`src/rtl/debounce_pkg.sv`:
```
// Shared debounce timing constants and the per-bit output record used by
// the switch debouncer and its per-bit slice.
package debounce_pkg;

  localparam int unsigned CLK_HZ                = 100_000_000;
  localparam int unsigned DEBOUNCE_MS           = 10;
  localparam int unsigned DEFAULT_STABLE_CYCLES = CLK_HZ / 1000 * DEBOUNCE_MS;

  typedef struct packed {
    logic clean;
    logic rise;
    logic fall;
  } bit_out_t;

endpackage

```
`src/rtl/debounce_bit.sv`:
```
// One switch bit: 2-flop synchronizer, stability counter, clean level and
// single-cycle edge strobes. All outputs are registered.
module debounce_bit
  import debounce_pkg::*;
#(
  parameter int unsigned STABLE_CYCLES = DEFAULT_STABLE_CYCLES
) (
  input  logic     clk,
  input  logic     rst_n,
  input  logic     raw,
  output bit_out_t q
);

  localparam int unsigned      CNT_W    = $clog2(STABLE_CYCLES + 1);
  localparam logic [CNT_W-1:0] CNT_LAST = CNT_W'(STABLE_CYCLES - 1);

  logic             s1, s2;
  logic [CNT_W-1:0] cnt;

  always_ff @(posedge clk or negedge rst_n) begin
    if (!rst_n) begin
      s1  <= 1'b0;
      s2  <= 1'b0;
      cnt <= '0;
      q   <= '0;
    end else begin
      s1     <= raw;
      s2     <= s1;
      q.rise <= 1'b0;
      q.fall <= 1'b0;
      if (s2 == q.clean) begin
        cnt <= '0;
      end else if (cnt == CNT_LAST) begin
        // With a 1-cycle window a strobe could otherwise repeat back to back;
        // hold the count one cycle so strobes stay isolated.
        if (!(q.rise || q.fall)) begin
          q.clean <= s2;
          q.rise  <= s2;
          q.fall  <= ~s2;
          cnt     <= '0;
        end
      end else begin
        cnt <= cnt + 1'b1;
      end
    end
  end

endmodule

```
`src/rtl/switch_debouncer.sv`:
```
// Debounces a bus of raw slide switches; each bit is an independent
// debounce_bit slice producing a clean level plus rise/fall strobes.
module switch_debouncer
  import debounce_pkg::*;
#(
  parameter int unsigned WIDTH         = 8,
  parameter int unsigned STABLE_CYCLES = DEFAULT_STABLE_CYCLES
) (
  input  logic             clk,
  input  logic             rst_n,
  input  logic [WIDTH-1:0] sw_raw,
  output logic [WIDTH-1:0] sw_clean,
  output logic [WIDTH-1:0] sw_rise,
  output logic [WIDTH-1:0] sw_fall
);

  bit_out_t [WIDTH-1:0] bit_q;

  for (genvar i = 0; i < WIDTH; i++) begin : g_bit
    debounce_bit #(
      .STABLE_CYCLES(STABLE_CYCLES)
    ) u_bit (
      .clk  (clk),
      .rst_n(rst_n),
      .raw  (sw_raw[i]),
      .q    (bit_q[i])
    );
    assign sw_clean[i] = bit_q[i].clean;
    assign sw_rise[i]  = bit_q[i].rise;
    assign sw_fall[i]  = bit_q[i].fall;
  end

endmodule

```
`config.mk`:
```
export PLATFORM = sky130hd
export DESIGN_NAME = switch_debouncer
export DESIGN_NICKNAME = d
export VERILOG_FILES = /design/src/rtl/debounce_pkg.sv /design/src/rtl/debounce_bit.sv /design/src/rtl/switch_debouncer.sv
export SDC_FILE = /design/constraint.sdc
export NUM_CORES = 1
export LEC_CHECK = 0
export ABC_CLOCK_PERIOD_IN_PS = 6200
export CAP_MARGIN = 20
export CORE_MARGIN = 2
export CORE_UTILIZATION = 40
export CTS_BUF_LIST = sky130_fd_sc_hd__clkbuf_16
export DETAILED_ROUTE_END_ITERATION = 8
export HOLD_SLACK_MARGIN = 0.02
export PLACE_DENSITY_LB_ADDON = 0.15
export SYNTH_ARGS = -nofsm -noshare
export SYNTH_HDL_FRONTEND = slang
export SYNTH_HIERARCHICAL = 1
export SYNTH_SLANG_ARGS = --single-unit
```
`constraint.sdc`:
```
create_clock -name clk -period 6.2 [get_ports clk]
set_input_delay 0.62 -clock clk [delete_from_list [all_inputs] [get_ports clk]]
set_output_delay 0.62 -clock clk [all_outputs]
set_load 0.03 [all_outputs]
```
==> flow_summary.toml, run 1 <==
[pwr]
leakage_nw = 4.82
power_density_nw_per_um2 = 220
ir_drop_v = 0.000168

[placed_design]
place.gp.congestion = 0.770
place_inst = 1314
dpl.hpwl_um = 14000
detailedPlace.worstSlack_ns = 3.97
portBuffers = 33

[clock_network]
root_buffer = "clkbuf_16"
post_cts_buffers = 0
numClockSinks = 200
cts_tree = "built"
numCtsBuffers = 17
clock_latency_ns = 0.44
postCtsHoldBufs = 0
path_clk_slew_ns = 0.08
clockBufferDepth = 2
htree_levels = 4
cts_resized = 0

[timing]
whs_ns = 0.0864
rsz0062_at_grt = "no"
fmaxAchievable_mhz = 451
post-route-period-util_pct = 35.7
slew_viol_final = 0
worst_slew_pin_slew_ns = 0.962
fin_setup_tns_ns = 0
slew_headroom_pct = 35.9
period_needed_ns = 2.22
layout_setup_ws_ns = 3.98
hold_viol = 0
setup_viol = 0
clock_skew_ns = 0.0141

[setup_path]
critPathKind = "reg2out"
slowest_delay_ns = 0.71
crit_path_top_delay_cell = "clkdlybuf4s50_1"
crit_family = "buffers and inverters"
path_buf_inv = 1
cp_max_fo = 3
worst_setup_path_end_kind = "output pin"
r2r_start = "g_bit[4].u_bit/cnt[0]"
crit_path_start_kind = "flop"
critPathRequiredTime_ns = 5.58
arrival_ns = 1.60
crit_chain = "clkdlybuf4s50_1"
startpoint = "g_bit[2].u_bit/q[0]"

[floorplanning]
core_area_um2 = 25900
die_w_um = 166
num_io_pins = 34
die_y_um = 166
start_util_pct = 40.5
die_area_um2 = 27600
rows = 59

[layout]
final_cell_mix = "dfrtp_1 (200), nor2_1 (96), xor2_1 (80)"
mostFrequentLayoutCell = "dfrtp_1"
drive_gt1_share_pct = 10.5
nNetsFinal = 1016
diodes = 0
final_cells = 1346
synthToLayoutAreaGrowth_pct = 10.9

[synth]
syn_nets = 986
seq_area_frac_synth_pct = 47.7
mappedNetlistArea_um2 = 10500
synth_edf_count = 0
synth_compound_gate_area_share_pct = 12.2
ys.flop_type = "dfrtp_1"
syn_avg_cell_area_um2 = 10.8
synth_fa_ha_area_share_pct = 0.953
synth_mux_area_share_pct = 1.62
syn_inst = 968
yosys.area_share.simple_pct = 25.6
synth_xor_area_share_pct = 9.34
yosysWarnings = 6
synth-seq-cells = 200
async_flop_share_pct = 100
ys_types = 38
synth_top_family_by_area = "simple AND/OR/NAND/NOR gates"

[global_routing]
grt_pass1_vias = 7425
grt_overflow_total = 0
antenna_found_initial = 0
grt_max_degree = 76
grt_first_pass_wirelength_um = 36400
grtUsageTotal_pct = 15.6

[min_path]
worstHoldPathType = "in2async"

[drt]
drt_first_pass_iters = 4
viasPerCell = 5.53
drtAntennaViolNets = 0
route.detailed.drc = 0
finalWirelength_um = 20700
wire_per_inst_um = 15.4
drt_iter0_drc = 395
vias = 7438

[flow_run]
max_cap_viol_count = 0

[outcome]
outcome = "complete, no violations"
## flip-flops by register name (all words and copies together), names as in the netlist
register and count:
g_bit.u_bit/cnt 160, g_bit.u_bit/q 24, g_bit.u_bit/s1 8, g_bit.u_bit/s2 8
## cell families after synthesis
family,after synthesis
compound gates,152
xor+xnor,112
fa+ha+maj,8
buf+inv,40
flops,200
mux,16
simple gates,440
## Yosys cell counts (16+ instances only)
library cell	number	area (µm²)
and3_1	24	150
dfrtp_1	200	5000
nand3_1	56	280
nand4_1	72	450
and2_1	24	150
xor2_1	80	701
o2bb2a_1	16	160
nand2_1	24	90.1
nor3_1	16	80.1
inv_1	16	60.1
buf_6	16	180
o21ai_0	48	240
xnor2_1	32	280
a21oi_1	16	80.1
and4_1	32	280
nor4_1	16	100
nor2_1	96	360
nor3b_1	24	180
## report_power, final
group | switching [mW] | internal, mW | total, mW
logic | 0.0628 | 0.0365 | 0.0993
registers | 0.0216 | 1.32 | 1.34
clock network | 0.546 | 0.573 | 1.12
## path summary, 6_finish.rpt
check,endpoint,slack (ns),cells past startpoint
min in group clk,g_bit[5].u_bit/s2,0.35,0
worst max-delay path,sw_fall[2],3.98,1
worst min register to register,g_bit[5].u_bit/s2,0.35,0
worst max register to register,g_bit[4].u_bit/cnt[3],3.99,5
worst min-delay path,g_bit[1].u_bit/cnt[2],0.09,1
max in group asynchronous,g_bit[2].u_bit/cnt[6],4.79,2
## layer usage
metal / track usage [%] / vias up / part of all wire [%]
met5: 0 / - / 0
met4: 4.54 / 0 / 1.0
met3: 2.60 / 13 / 2.3
met2: 25.4 / 82 / 47
met1: 21.5 / 3648 / 50
li1: - / 3695 / -
## stage by stage
stage	instance area (µm²)	power, mW	util [%]
after floorplan	10500	1.43	-
after global placement	11100	1.47	42.7
after detailed placement	11100	1.47	42.7
after CTS	11600	2.61	44.9
after global routing	11600	2.68	44.9
final	11600	2.56	44.9
## area by class of cell
class                      count  area, µm²
fill                        2408      14300
multi-input combinational    728       5230
sequential                   200       5000
clock buffer                  17        425
tap                          335        419
timing repair buffer          35        350
clock inverter                15        155
inverter                      16       60.1
Power figures use the tool's default switching activity.
==> run 2: changes to the inputs <==
ABC_CLOCK_PERIOD_IN_PS = 2050   (was 6200)
clock period = 2.05 ns   (was 6.2 ns; I/O delays follow)
==> flow_summary.toml, run 2 (synthesized netlist as in run 1, its figures left out) <==
[floorplanning]
start_util_pct = 40.5
rows = 59
num_io_pins = 34
die_w_um = 166
core_area_um2 = 25900
die_area_um2 = 27600
die_y_um = 166

[layout]
largest_register_ffs = 160
drive_gt1_share_pct = 18.1
diodes = 0
nFillCells = 2385
utilization_pct = 48.2
top_register = "g_bit.u_bit/cnt"
final_cell_mix = "dfrtp_1 (200), nor2_1 (96), buf_4 (88)"
synthToLayoutAreaGrowth_pct = 19.1
nNetsFinal = 1112
mostFrequentLayoutCell = "dfrtp_1"
top_regs = "g_bit.u_bit/cnt (160), g_bit.u_bit/q (24)"
final_area_um2 = 12500

[timing]
setup_viol = 0
post-route-period-util_pct = 96.0
period_needed_ns = 1.97
clock_skew_ns = 0.0125
slew_viol_final = 0
rsz0062_at_grt = "yes"
fin_setup_tns_ns = 0
fmaxAchievable_mhz = 508
worst_slew_pin_slew_ns = 0.607
whs_ns = 0.207
slew_headroom_pct = 59.2
layout_setup_ws_ns = 0.0822
hold_viol = 0

[placed_design]
detailedPlace.worstSlack_ns = 0.0671
place_area_um2 = 11900
place.gp.congestion = 0.781
dpl.hpwl_um = 15300
portBuffers = 33

[clock_network]
numCtsBuffers = 17
numClockSinks = 200
clockBufferDepth = 2
htree_levels = 4
root_buffer = "clkbuf_16"
cts_tree = "built"
path_clk_slew_ns = 0.07
clock_latency_ns = 0.43

[drt]
finalWirelength_um = 21600
highest_layer = "met4"
m1WireLength_um = 10800
drtAntennaViolNets = 0
viasPerCell = 5.34
route.detailed.drc = 0
wire_per_inst_um = 15.0
drt_iter0_drc = 309
wl_met2_um = 10100
wl_met3_um = 414
vias = 7698
drt_first_pass_iters = 4

[min_path]
worstHoldPathType = "in2reg"

[global_routing]
grt_max_degree = 55
grt_first_pass_wirelength_um = 38100
antenna_found_initial = 0
grt_pass1_vias = 7819
grtUsageTotal_pct = 16.5
grt_overflow_total = 0

[pwr]
power_frac_clock_pct = 43.6
ir_drop_v = 0.000458
comb_power_share_pct = 5.5
leakage_nw = 5.35
netSwitchingFraction_pct = 22.8
power_density_nw_per_um2 = 635
p_switching_mw = 1.81
p_int_mw = 6.13
sequentialPowerShare_pct = 50.9

[setup_path]
critPathRequiredTime_ns = 2.35
arrival_ns = 2.27
critPathKind = "reg2reg"
crit_path_start_kind = "flop"
worst_setup_path_end_kind = "flop"
cp_max_fo = 5

[flow_run]
max_cap_viol_count = 0

[outcome]
outcome = "complete, no violations"
==> run 2: cell types whose count changed in the layout (fill, tap and decap cells not counted), sizes merged <==
| cell | before | now |
|---|---|---|
| bufinv | 1 | 3 |
| inv | 26 | 20 |
| clkinvlp | 1 | 3 |
| buf | 3 | 98 |
| dlygate4sd3 | 0 | 1 |
| clkinv | 3 | 5 |
==> run 2: critical path: stages, from the launching register on <==
cell and delay [ns]:
dfrtp_1 0.42, or3_4 0.38, or4_4 0.57, o21ai_4 0.21, buf_4 0.17, o21ai_0 0.09
==> run 2: final timing paths <==
path,start,endpoint,slack (ns),cells after the start
worst max-delay path,g_bit[4].u_bit/cnt[13],g_bit[4].u_bit/cnt[2],0.08,5
worst min-delay path,sw_raw[1],g_bit[1].u_bit/s1,0.21,1
worst max register to register,g_bit[4].u_bit/cnt[13],g_bit[4].u_bit/cnt[2],0.08,5
worst min register to register,g_bit[1].u_bit/s1,g_bit[1].u_bit/s2,0.35,0
max in group asynchronous,rst_n,g_bit[4].u_bit/cnt[9],1.09,3
min in group asynchronous,rst_n,g_bit[1].u_bit/cnt[3],0.25,2
==> run 2: stage by stage <==
stage | cells | power [mW]
6_report | 1442 | 7.94
5_1_grt | 1442 | 8.30
4_1_cts | 1438 | 8.11
3_5_place_dp | 1405 | 4.57
3_3_place_gp | 1405 | 4.56
2_1_floorplan | 968 | 4.31
==> run 2: repair_timing <==
item / 4_1_cts / 5_1_grt
setup endpoints to repair: 0 / 20
hold endpoints to repair: 45 / 0
resized for setup: 0 / 1
hold buffers: 1 / 0
buffers inserted: 0 / 4
==> run 2: final cells by class <==
| type | count | area (µm²) | share of cell area, % |
|---|---|---|---|
| multi-input cells | 728 | 5230 | 41.8 |
| well taps | 335 | 419 | 3.35 |
| clock buffers | 17 | 425 | 3.40 |
| clock inverters | 15 | 175 | 1.40 |
| inverters | 16 | 60.1 | 0.480 |
| flip-flops and latches | 200 | 5000 | 40.0 |
| repair buffers | 131 | 1190 | 9.49 |
==> run 2: layer usage <==
layer / vias to the layer above / track usage (%)
met3: 17 / 2.72
met2: 68 / 27.0
met4: 0 / 4.65
met5: - / 0
met1: 3717 / 22.6
li1: 3896 / -
==> run 2: power groups by stage <==
stage,Sequential (mW),Combinational [mW],Clock (mW)
5_1_grt,4.04,0.496,3.76
3_3_place_gp,4.11,0.445,0
6_report,4.04,0.440,3.46
4_1_cts,4.04,0.453,3.62
2_1_floorplan,4.13,0.186,0
3_5_place_dp,4.12,0.450,0
